## src/rtl/reg_linear_mac.sv

```systemverilog
// Multi-feature linear estimator: predict = bias + sum(w[i]*x[i]) over a valid/ready feature stream,
// one MAC per cycle, with a loadable coefficient bank and a saturated, registered result.
module reg_linear_mac #(
  parameter int FEAT_W    = 16,
  parameter int COEF_W    = 16,
  parameter int MAX_PARAM = 8,
  parameter int ACC_W     = 40,
  parameter int OUT_W     = 32,
  localparam int AW       = $clog2(MAX_PARAM + 1)
) (
  input  logic              clk,
  input  logic              r0,
  input  logic              coef_we,
  input  logic [AW-1:0]     coef_addr,
  input  logic [COEF_W-1:0] coef_data,
  input  logic              start,
  input  logic [7:0]        n_param,
  input  logic              feat_valid,
  input  logic [FEAT_W-1:0] feat_data,
  output logic              feat_ready,
  output logic [OUT_W-1:0]  predict,
  output logic              r,
  output logic              busy,
  output logic              sat,
  output logic              err
);
  localparam int PROD_W = FEAT_W + COEF_W + 1;
  localparam logic [1:0] S_IDLE  = 2'd0;
  localparam logic [1:0] S_ACCUM = 2'd1;
  localparam logic [1:0] S_DONE  = 2'd2;
  localparam logic [7:0] MAX_N   = 8'(MAX_PARAM);

  logic [1:0]              state_q, state_d;
  logic [7:0]              n_q, n_d;
  logic [7:0]              idx_q, idx_d;
  logic signed [ACC_W-1:0] acc_q, acc_d;
  logic                    err_lat_q, err_lat_d;
  logic [COEF_W-1:0]       bias_q, bias_d;
  logic [COEF_W-1:0]       w_q [MAX_PARAM];
  logic [COEF_W-1:0]       w_d [MAX_PARAM];
  logic [OUT_W-1:0]        predict_q, predict_d;
  logic                    r_q, r_d;
  logic                    busy_q, busy_d;
  logic                    sat_q, sat_d;
  logic                    err_q, err_d;
  logic                    feat_ready_q, feat_ready_d;

  logic [COEF_W-1:0]        w_sel;
  logic signed [PROD_W-1:0] feat_x, w_x, prod;
  logic signed [ACC_W-1:0]  prod_ext, bias_ext;
  logic [OUT_W:0]           sat_pack;

  // Clamp to the signed OUT_W range; the top bit of the result flags a clamp.
  function automatic logic [OUT_W:0] sat_fn(input logic [ACC_W-1:0] a);
    logic [ACC_W-OUT_W:0] top;
    logic [OUT_W:0]       res;
    top = a[ACC_W-1:OUT_W-1];
    if ((&top) || (~|top)) begin
      res = {1'b0, a[OUT_W-1:0]};
    end else if (a[ACC_W-1]) begin
      res = {1'b1, 1'b1, {(OUT_W-1){1'b0}}};
    end else begin
      res = {1'b1, 1'b0, {(OUT_W-1){1'b1}}};
    end
    return res;
  endfunction

  // Weight selection and signed product of the zero-extended feature.
  always_comb begin
    w_sel = {COEF_W{1'b0}};
    for (int i = 0; i < MAX_PARAM; i++) begin
      w_sel = (idx_q == 8'(i)) ? w_q[i] : w_sel;
    end
    feat_x   = {{(COEF_W + 1){1'b0}}, feat_data};
    w_x      = {{(FEAT_W + 1){w_sel[COEF_W-1]}}, w_sel};
    prod     = feat_x * w_x;
    prod_ext = {{(ACC_W - PROD_W){prod[PROD_W-1]}}, prod};
    bias_ext = {{(ACC_W - COEF_W){bias_q[COEF_W-1]}}, bias_q};
  end

  // Next-state, coefficient bank and output-register logic.
  always_comb begin
    state_d   = state_q;
    n_d       = n_q;
    idx_d     = idx_q;
    acc_d     = acc_q;
    err_lat_d = err_lat_q;
    bias_d    = bias_q;
    w_d       = w_q;
    case (state_q)
      S_IDLE: begin
        if (start) begin
          n_d       = (n_param > MAX_N) ? MAX_N : n_param;
          err_lat_d = (n_param > MAX_N);
          acc_d     = bias_ext;
          idx_d     = 8'd0;
          state_d   = (n_d == 8'd0) ? S_DONE : S_ACCUM;
        end else if (coef_we) begin
          // Addresses beyond the bank simply match nothing.
          bias_d = (coef_addr == {AW{1'b0}}) ? coef_data : bias_q;
          for (int i = 0; i < MAX_PARAM; i++) begin
            w_d[i] = (coef_addr == AW'(i + 1)) ? coef_data : w_q[i];
          end
        end else begin
          state_d = S_IDLE;
        end
      end
      S_ACCUM: begin
        if (feat_valid) begin
          acc_d = acc_q + prod_ext;
          idx_d = idx_q + 8'd1;
          if (idx_q == n_q - 8'd1) begin
            state_d = S_DONE;
          end else begin
            state_d = S_ACCUM;
          end
        end else begin
          state_d = S_ACCUM;
        end
      end
      S_DONE: begin
        state_d = S_IDLE;
      end
      default: begin
        state_d = S_IDLE;
      end
    endcase

    sat_pack     = sat_fn(acc_d);
    r_d          = (state_d == S_DONE);
    busy_d       = (state_d != S_IDLE);
    feat_ready_d = (state_d == S_ACCUM);
    // Result registers load on entry to DONE so they are valid alongside r.
    if (state_d == S_DONE) begin
      predict_d = sat_pack[OUT_W-1:0];
      sat_d     = sat_pack[OUT_W];
      err_d     = err_lat_d;
    end else begin
      predict_d = predict_q;
      sat_d     = sat_q;
      err_d     = err_q;
    end
  end

  // State, datapath, coefficient bank and output flops.
  always_ff @(posedge clk or negedge r0) begin
    if (!r0) begin
      state_q      <= S_IDLE;
      n_q          <= 8'd0;
      idx_q        <= 8'd0;
      acc_q        <= {ACC_W{1'b0}};
      err_lat_q    <= 1'b0;
      bias_q       <= {COEF_W{1'b0}};
      for (int i = 0; i < MAX_PARAM; i++) begin
        w_q[i] <= {COEF_W{1'b0}};
      end
      predict_q    <= {OUT_W{1'b0}};
      r_q          <= 1'b0;
      busy_q       <= 1'b0;
      sat_q        <= 1'b0;
      err_q        <= 1'b0;
      feat_ready_q <= 1'b0;
    end else begin
      state_q      <= state_d;
      n_q          <= n_d;
      idx_q        <= idx_d;
      acc_q        <= acc_d;
      err_lat_q    <= err_lat_d;
      bias_q       <= bias_d;
      w_q          <= w_d;
      predict_q    <= predict_d;
      r_q          <= r_d;
      busy_q       <= busy_d;
      sat_q        <= sat_d;
      err_q        <= err_d;
      feat_ready_q <= feat_ready_d;
    end
  end

  assign predict    = predict_q;
  assign r          = r_q;
  assign busy       = busy_q;
  assign sat        = sat_q;
  assign err        = err_q;
  assign feat_ready = feat_ready_q;

endmodule
```

## config.mk

```make
export PLATFORM = sky130hd
export DESIGN_NAME = reg_linear_mac
export DESIGN_NICKNAME = d
export VERILOG_FILES = /design/src/rtl/reg_linear_mac.sv
export SDC_FILE = /design/constraint.sdc
export NUM_CORES = 1
export LEC_CHECK = 0
export CAP_MARGIN = 30
export CORE_ASPECT_RATIO = 1.4
export CORE_MARGIN = 1.5
export CORE_UTILIZATION = 65
export DETAILED_ROUTE_END_ITERATION = 10
export GPL_ROUTABILITY_DRIVEN = 0
export PLACE_DENSITY = 0.84
export SYNTH_ARGS = -nofsm -noshare
export SYNTH_HDL_FRONTEND = slang
export SYNTH_SLANG_ARGS = --single-unit
export TNS_END_PERCENT = 10
```

## constraint.sdc

```tcl
create_clock -name clk -period 23.9 [get_ports clk]
set_clock_uncertainty 0.05 [all_clocks]
set_input_delay 4.78 -clock clk [delete_from_list [all_inputs] [get_ports clk]]
set_output_delay 4.78 -clock clk [all_outputs]
set_load 0.05 [all_outputs]
```

==> flow_summary.json, run 1 <==
{
  "first_iter_violations": 1229,
  "grt_pass1_vias": 17875,
  "num_antenna_cells": 0,
  "dp_hpwl_um": 41800,
  "nNetsFinal": 2606,
  "clk_latency_ns": 0.52,
  "cts_setup_buffers": 0,
  "drive_above_1_share_pct": 11.1,
  "syn_inst": 2157,
  "via_per_inst": 6.17,
  "ant_nets": 0,
  "ys_warn_count": 0,
  "drv_cap": 0,
  "yosys.area.top_type_share_pct": 28.2,
  "slew_headroom_pct": 24.6,
  "fin_setup_tns_ns": 0,
  "worstPathRequired_ns": 24.31,
  "critPathCaptureType": "flop",
  "critPathLaunchType": "primary input",
  "synth_edf_count": 0,
  "yosysTopAreaCell": "dfrtp_1",
  "clock_path_buffers": 3,
  "syn_avg_cell_area_um2": 9.86,
  "pin_count": 86,
  "first_pass_iters": 6,
  "holdBufCountCts": 0,
  "status": "complete, no violations",
  "grt_max_degree": 101,
  "max_freq_ghz": 0.0771,
  "critical_path_class": "primary input to flop",
  "finalHoldViolCount": 0,
  "syn_to_final_growth_pct": 9.27,
  "ys_ff_latch": 240,
  "worst_path_max_delay_cell": "clkdlybuf4s50_1",
  "io_buffers": 85,
  "slowest_delay_ns": 0.92,
  "cts_buffers": 20,
  "rows": 78,
  "setup_viol": 0,
  "ys_types": 78,
  "seq_area_frac_synth_pct": 28.2,
  "period_share_pct": 54.3,
  "root_buffer": "clkbuf_16",
  "cts.sinks": 240,
  "wl_per_cell_um": 21.1,
  "drc": 0,
  "synthArstFlopShare_pct": 100,
  "cp_max_fo": 32,
  "synth_most_common_cell": "inv_1",
  "fin_crit_ns": 12.97,
  "start_util_pct": 65.8,
  "path_clk_slew_ns": 0.07,
  "synth_nets": 2577,
  "grt_use_met1_pct": 41.0,
  "wirelength_um": 55700,
  "nFillCells": 2247,
  "crit_family": "adder cells",
  "gr-max-usage-layer": "met2",
  "die_area_um2": 33800,
  "synth_area_leaders": "dfrtp_1, fa_1, ha_1, mux2_2, inv_1",
  "vias": 16291,
  "synth_common_cells": "inv_1, dfrtp_1, fa_1",
  "critPathBufInv": 6,
  "hold_path.class": "flop to flop",
  "worstPathArrival_ns": 13.38,
  "cts_tree": "done",
  "track_usage_pct": 34.9,
  "die_w_um": 156,
  "grt_overflow": 0,
  "dieHeight_um": 217,
  "grtUsageMet3_pct": 4.82,
  "slew_violations": 0,
  "r2r_slack_ns": 12.61,
  "synth-main-ff-cell": "dfrtp_1",
  "antenna_found_initial": 0,
  "crit_top_cell": "fa_1",
  "cts_resized": 0,
  "cts.htree.levels": 1,
  "tightest_slew_ns": 1.13,
  "syn_area_um2": 21300,
  "grt_pass1_wl_um": 92100,
  "rsz0062_at_grt": "false",
  "grt_use_met2_pct": 61.4,
  "core_um2": 32300
}
-- worst paths after layout --
path,startpoint,endpoint,depth (start not counted)
hold / removal,w_q[67]$_DFFE_PN0P_,w_q[67]$_DFFE_PN0P_,1
min in group asynchronous,r0,idx_q[1]$_DFFE_PN0P_,1
setup reg to reg,idx_q[6]$_DFFE_PN0P_,predict[2]$_DFFE_PN0P_,33
hold reg to reg,w_q[67]$_DFFE_PN0P_,w_q[67]$_DFFE_PN0P_,1
setup / recovery,feat_data[11],predict[2]$_DFFE_PN0P_,25
max in group asynchronous,r0,w_q[57]$_DFFE_PN0P_,2
-- cell families (layout without fill, tap and decap cells) --
family,after synthesis,count (layout),share of synthesized area [%]
XOR/XNOR,42,42,1.73
flip-flops,240,240,28.2
adder cells (fa/ha/maj),371,371,29.8
multiplexers,152,152,8.01
buffers and inverters,459,501,8.24
AND/OR/NAND/NOR,521,521,12.1
AO/OA/AOI/OAI,372,372,11.8
-- registers in the layout (all words and copies together) (netlist names) --
register	count
n_q	8
err_lat_q	1
busy	1
idx_q	8
predict	32
bias_q	16
sat	1
err	1
acc_q	40
state_q	2
feat_ready	1
r	1
w_q	128
-- worst reg2reg max path, delay by kind of cell (launching register included) --
kind	cells	cell delay [ns]
AO/OA/AOI/OAI	14	4.43
flip-flops	1	0.43
AND/OR/NAND/NOR	7	2.70
buffers and inverters	5	0.28
adder cells (fa/ha/maj)	7	3.38
-- metrics by stage --
step                      worst slack (ns)  cells  util [%]  hold slack (ns)  instance area [um^2]
after global routing                 10.44   2639      71.9            0.466                 23200
final                                10.93   2639      71.9            0.453                 23200
after floorplan                      12.52   2157         -            0.416                 21300
after CTS                            11.06   2637      71.8            0.452                 23200
after detailed placement             10.55   2602      69.8            0.438                 22600
after global placement               10.88   2599      69.7            0.431                 22500
-- metal layers --
layer,up-vias,routed length (um)
met5,-,0
met4,0,3160
met3,250,3880
met2,780,28800
met1,8137,19800
li1,7124,-
-- cells in the final DEF (no fill, tap or decap), drive strengths merged, types with 30 or more instances in the layout --
cell and n:
a21boi 34, inv 351, o22a 32, clkbuf 30, clkdlybuf4s50 84, fa 227
ha 144, and2 124, nor2 83, buf 30, o21ai 73, nand2 216
a21oi 94, mux2 145, dfrtp 240
-- layout make-up --
cell class	count	area, um^2	share of cell area, %
Tap cell	440	551	2.37
Inverter	351	1320	5.67
Clock inverter	6	32.5	0.140
Timing Repair Buffer	115	1140	4.89
Sequential cell	240	6010	25.8
Multi-Input combinational cell	1458	13600	58.5
Clock buffer	29	606	2.61
Power of run 1 is left out: the tool's default activity adds up to more than one toggle a clock period on the data nets, which glitch-free logic cannot reach.
==> run 2: changes to the inputs <==
--- a/config.mk
+++ b/config.mk
@@ -8,10 +8,10 @@
 export CAP_MARGIN = 30
 export CORE_ASPECT_RATIO = 1.4
 export CORE_MARGIN = 1.5
-export CORE_UTILIZATION = 65
+export CORE_UTILIZATION = 57
 export DETAILED_ROUTE_END_ITERATION = 10
 export GPL_ROUTABILITY_DRIVEN = 0
-export PLACE_DENSITY = 0.84
+export PLACE_DENSITY = 0.78
 export SYNTH_ARGS = -nofsm -noshare
 export SYNTH_HDL_FRONTEND = slang
 export SYNTH_SLANG_ARGS = --single-unit
==> constraint.sdc (replaced) <==
create_clock -name clk -period 11.6 [get_ports clk]
set_clock_uncertainty 0.05 [all_clocks]
set_input_delay 2.32 -clock clk [delete_from_list [all_inputs] [get_ports clk]]
set_output_delay 2.32 -clock clk [all_outputs]
set_load 0.05 [all_outputs]
==> run 2 against run 1 <==
  * The run now ends with DRC left
  * Critical path depth increased by 9
  * First-iteration DRC count decreased by 17%
  * Clock-buffer cell count unchanged
  * Non-clock buffer count increased by 5
  * Sequential share of layout area decreased by 0.12 points
  * Via count decreased by 2.1%
  * Utilization decreased by 8.4 points
  * Setup slack got worse by 10 ns
  * Global-route usage decreased by 5.2 points
  * Cell count increased by 1.1%
  * Design area increased by 0.46%
  * Routed wire length decreased by 2.0%
  * Critical path type is now flop to flop
  * Critical endpoint is now sat$_DFFE_PN0P_
==> flow_summary.json, run 2 (same netlist as run 1, synthesis figures left out) <==
{
  "status": "finished, violations left",
  "violations": "DRC",
  "syn_to_final_growth_pct": 9.78,
  "rows": 83,
  "grt_overflow": 0,
  "critPathLaunchType": "flop",
  "start_util_pct": 57.8,
  "setup_slack_ns": 0.860,
  "fin_crit_ns": 10.74,
  "holdBufCountCts": 0,
  "cts.sinks": 240,
  "crit_top_cell": "fa_1",
  "wirelength_um": 54600,
  "critical_path_class": "flop to flop",
  "grt_max_degree": 94,
  "track_usage_pct": 29.7,
  "num_antenna_cells": 0,
  "finalHoldViolCount": 0,
  "dieHeight_um": 232,
  "first_pass_iters": 10,
  "critPathCaptureType": "flop",
  "worst_path_max_delay_cell": "nand4_2",
  "min_to": "w_q[67]$_DFFE_PN0P_",
  "slowest_delay_ns": 0.73,
  "largest-register": "w_q",
  "drive_above_1_share_pct": 11.0,
  "period_share_pct": 92.6,
  "rr_worst_depth": 34,
  "r2r_slack_ns": 0.86,
  "worstPathArrival_ns": 11.09,
  "clock_path_buffers": 3,
  "layout_commonest_cell": "inv_1",
  "root_buffer": "clkbuf_16",
  "setup_viol": 0,
  "min_from": "w_q[67]$_DFFE_PN0P_",
  "hold_path.class": "flop to flop",
  "cts_buffers": 20,
  "r2r_end": "sat$_DFFE_PN0P_",
  "pin_count": 86,
  "rsz0062_at_grt": "false",
  "grt_pass1_vias": 17486,
  "drc": 4,
  "fin_setup_tns_ns": 0,
  "cts_tree": "done",
  "ant_nets": 0,
  "min_path_cells": 1,
  "core_um2": 36800,
  "cts.htree.levels": 1,
  "clk_latency_ns": 0.52,
  "dpl_worst_slack_ns": 0.771,
  "max_freq_ghz": 0.0931,
  "worstPathRequired_ns": 11.95,
  "tightest_slew_ns": 1.06,
  "largest_register_ffs": 128,
  "vias": 15955,
  "via_per_inst": 5.98,
  "path_clk_slew_ns": 0.07,
  "antenna_found_initial": 0,
  "drv_cap": 0,
  "die_w_um": 166,
  "dp_hpwl_um": 42100,
  "reg2reg_from": "idx_q[4]$_DFFE_PN0P_",
  "nNetsFinal": 2611,
  "first_iter_violations": 1019,
  "slew_violations": 0,
  "cts_setup_buffers": 0,
  "layout_common_cells": "inv_1, dfrtp_1, fa_1",
  "grt_pass1_wl_um": 90600,
  "cp_max_fo": 32,
  "die_area_um2": 38500,
  "slew_headroom_pct": 29.4,
  "wl_per_cell_um": 20.4,
  "io_buffers": 85
}
-- run 2: changes by cell type in the layout (fill, tap and decap cells not counted), sizes merged --
cell and delta:
inv +1, clkinvlp -1, clkbuf -1, buf +6, clkinv -3, bufinv +1
-- run 2: layout make-up --
type	count	area (um^2)
Sequential cell	240	6010
Inverter	351	1320
Fill cell	2940	13400
Clock inverter	4	48.8
Clock buffer	29	626
Tap cell	467	584
Timing Repair Buffer	120	1210
Multi-Input combinational cell	1458	13600
-- run 2: worst max path at each step --
| stage | start | end | cells after the start |
|---|---|---|---|
| 2_1_floorplan | idx_q[7]$_DFFE_PN0P_ | predict[10]$_DFFE_PN0P_ | 37 |
| 3_3_place_gp | idx_q[6]$_DFFE_PN0P_ | sat$_DFFE_PN0P_ | 34 |
| 3_5_place_dp | idx_q[4]$_DFFE_PN0P_ | sat$_DFFE_PN0P_ | 34 |
| 4_1_cts | idx_q[4]$_DFFE_PN0P_ | sat$_DFFE_PN0P_ | 34 |
| 5_1_grt | idx_q[4]$_DFFE_PN0P_ | sat$_DFFE_PN0P_ | 35 |
| 6_report | idx_q[4]$_DFFE_PN0P_ | sat$_DFFE_PN0P_ | 34 |
-- run 2: what timing repair did --
action                                  4_1_cts  5_1_grt
endpoints found under the setup margin        0        8
endpoints found under the hold margin         0        0
resized for setup                             0        2
-- run 2: through the flow --
stage,hold slack [ns],util [%],cells,cell area (um^2)
floorplan,0.416,-,2157,21300
global placement,0.431,61.3,2631,22500
detailed placement,0.438,61.6,2635,22600
CTS,0.453,63.4,2668,23300
global route,0.459,63.5,2669,23300
finish,0.451,63.5,2669,23300
-- run 2: routing by layer --
metal / global-route usage [%] / routed length [um] / up-vias
met5: 0 / 0 / -
met4: 16.6 / 3280 / 0
met3: 2.66 / 2670 / 188
met2: 54.1 / 28100 / 619
met1: 34.6 / 20500 / 8026
li1: - / - / 7122
-- run 2: critical path: cells and delay by family, from the launching register on --
| kind | cells | cell delay (ns) |
|---|---|---|
| AOI/OAI and AO/OA | 13 | 3.28 |
| buffers and inverters | 6 | 0.53 |
| adders and majority gates | 7 | 3.38 |
| DFF | 1 | 0.46 |
| and+or+nand+nor | 8 | 2.88 |
Power of run 2 is left out for the same reason.
==> run 3: changes to the inputs <==
--- a/config.mk
+++ b/config.mk
@@ -6,7 +6,7 @@
 export NUM_CORES = 1
 export LEC_CHECK = 0
 export CAP_MARGIN = 30
-export CORE_ASPECT_RATIO = 1.4
+export CORE_ASPECT_RATIO = 1.25
 export CORE_MARGIN = 1.5
 export CORE_UTILIZATION = 57
 export DETAILED_ROUTE_END_ITERATION = 10
==> run 3 against run 2 <==
  * The run now ends clean
  * Highest routed layer is now met5
  * Clock-buffer cell count fell by 3
  * Largest cell class unchanged
  * Utilization rose by 0.44 points
  * Critical path type unchanged
  * Flip-flop and latch count did not move
==> flow_summary.json, run 3 (same netlist as run 1, synthesis figures left out) <==
{
  "seqCellArea_um2": 6010,
  "track_usage_pct": 29.0,
  "wirelength_um": 53500,
  "r2r_end": "sat$_DFFE_PN0P_",
  "ant_nets": 0,
  "drv_cap": 0,
  "min_path_cells": 1,
  "io_buffers": 85,
  "max_freq_ghz": 0.0919,
  "cp_max_fo": 32,
  "holdBufCountCts": 0,
  "tightest_slew_ns": 1.04,
  "rr_worst_depth": 34,
  "nNetsFinal": 2612,
  "min_from": "w_q[75]$_DFFE_PN0P_",
  "dieHeight_um": 219,
  "cts_setup_buffers": 0,
  "via_per_inst": 5.94,
  "reg2reg_from": "idx_q[4]$_DFFE_PN0P_",
  "grt_max_degree": 105,
  "nFillCells": 2895,
  "core_um2": 36500,
  "wl_per_cell_um": 19.9,
  "cts_buffers": 21,
  "fin_crit_ns": 10.88,
  "pin_count": 86,
  "layout_commonest_cell": "inv_1",
  "clock_path_buffers": 3,
  "layout_common_cells": "inv_1, dfrtp_1, fa_1",
  "antenna_found_initial": 3,
  "grt_overflow": 0,
  "first_iter_violations": 1011,
  "dp_hpwl_um": 41300,
  "die_w_um": 176,
  "largest-register": "w_q",
  "largest_register_ffs": 128,
  "fin_setup_tns_ns": 0,
  "cts.htree.levels": 1,
  "drc": 0,
  "critPathLaunchType": "flop",
  "die_area_um2": 38500,
  "vias": 15947,
  "grt_pass1_vias": 17011,
  "root_buffer": "clkbuf_16",
  "r2r_slack_ns": 0.72,
  "rows": 78,
  "cts_tree": "done",
  "worstPathArrival_ns": 11.23,
  "grt_pass1_wl_um": 87800,
  "status": "complete, no violations",
  "critPathCaptureType": "flop",
  "crit_top_cell": "fa_1",
  "slew_violations": 0,
  "period_share_pct": 93.8,
  "slowest_delay_ns": 0.80,
  "rsz0062_at_grt": "false",
  "cts.sinks": 240,
  "syn_to_final_growth_pct": 9.75,
  "slew_headroom_pct": 31.0,
  "setup_viol": 0,
  "clk_latency_ns": 0.52,
  "hold_path.class": "flop to flop",
  "critical_path_class": "flop to flop",
  "worst_path_max_delay_cell": "and2_1",
  "worstPathRequired_ns": 11.95,
  "min_to": "w_q[75]$_DFFE_PN0P_",
  "finalHoldViolCount": 0,
  "num_antenna_cells": 0,
  "path_clk_slew_ns": 0.07,
  "start_util_pct": 58.3,
  "multiInputGateArea_um2": 13500,
  "drive_above_1_share_pct": 11.0,
  "first_pass_iters": 6,
  "cts_resized": 0
}
-- run 3: changes by cell type in the layout (fill, tap and decap cells not counted) --
cell,delta
clkbuf_8,-5
nor2_1,+1
nand2_2,-1
and2_2,-1
inv_8,+1
clkbuf_1,+2
nor2_2,-1
nand2_1,+1
clkinv_2,+5
clkinv_4,+1
and2_1,+1
-- run 3: worst max-delay path by stage --
stage,startpoint,to,slack (ns),depth (start not counted)
after floorplan,idx_q[7]$_DFFE_PN0P_,predict[10]$_DFFE_PN0P_,2.40,37
after global placement,feat_data[13],sat$_DFFE_PN0P_,1.02,25
after detailed placement,feat_data[13],sat$_DFFE_PN0P_,0.77,25
after CTS,idx_q[4]$_DFFE_PN0P_,sat$_DFFE_PN0P_,0.78,34
after global routing,idx_q[4]$_DFFE_PN0P_,sat$_DFFE_PN0P_,0.08,34
final,idx_q[4]$_DFFE_PN0P_,sat$_DFFE_PN0P_,0.72,34
-- run 3: critical path, delay by kind of cell (launching register included) --
kind                     cells  cell delay, ns
adder cells (fa/ha/maj)      7            3.30
AO/OA/AOI/OAI               12            2.98
flip-flops                   1            0.46
buffers and inverters        6            0.58
AND/OR/NAND/NOR              9            3.36
-- run 3: area by class of cell --
class / instances / area share (%)
timing repair buffer: 120 / 5.17
multi-input combinational: 1458 / 58.1
clock inverter: 11 / 0.402
sequential: 240 / 25.7
inverter: 351 / 5.65
clock buffer: 26 / 2.42
tap: 480 / 2.57
-- run 3: per-layer routing --
layer | up-vias | GRT usage (%) | part of all wire, %
li1 | 7127 | - | -
met1 | 8115 | 35.6 | 39
met2 | 537 | 51.2 | 51
met3 | 166 | 3.12 | 5.2
met4 | 2 | 14.0 | 5.1
met5 | - | 0 | 0.013
-- run 3: stage by stage --
stage	worst slack (ns)	area, um^2	utilization (%)	instances	hold WS (ns)
4_1_cts	0.776	23300	63.7	2683	0.453
3_5_place_dp	0.769	22600	61.9	2646	0.437
5_1_grt	0.0771	23300	63.9	2686	0.458
2_1_floorplan	2.40	21300	-	2157	0.416
6_report	0.717	23300	63.9	2686	0.450
3_3_place_gp	1.02	22600	61.8	2644	0.431
Power of run 3 is left out for the same reason.
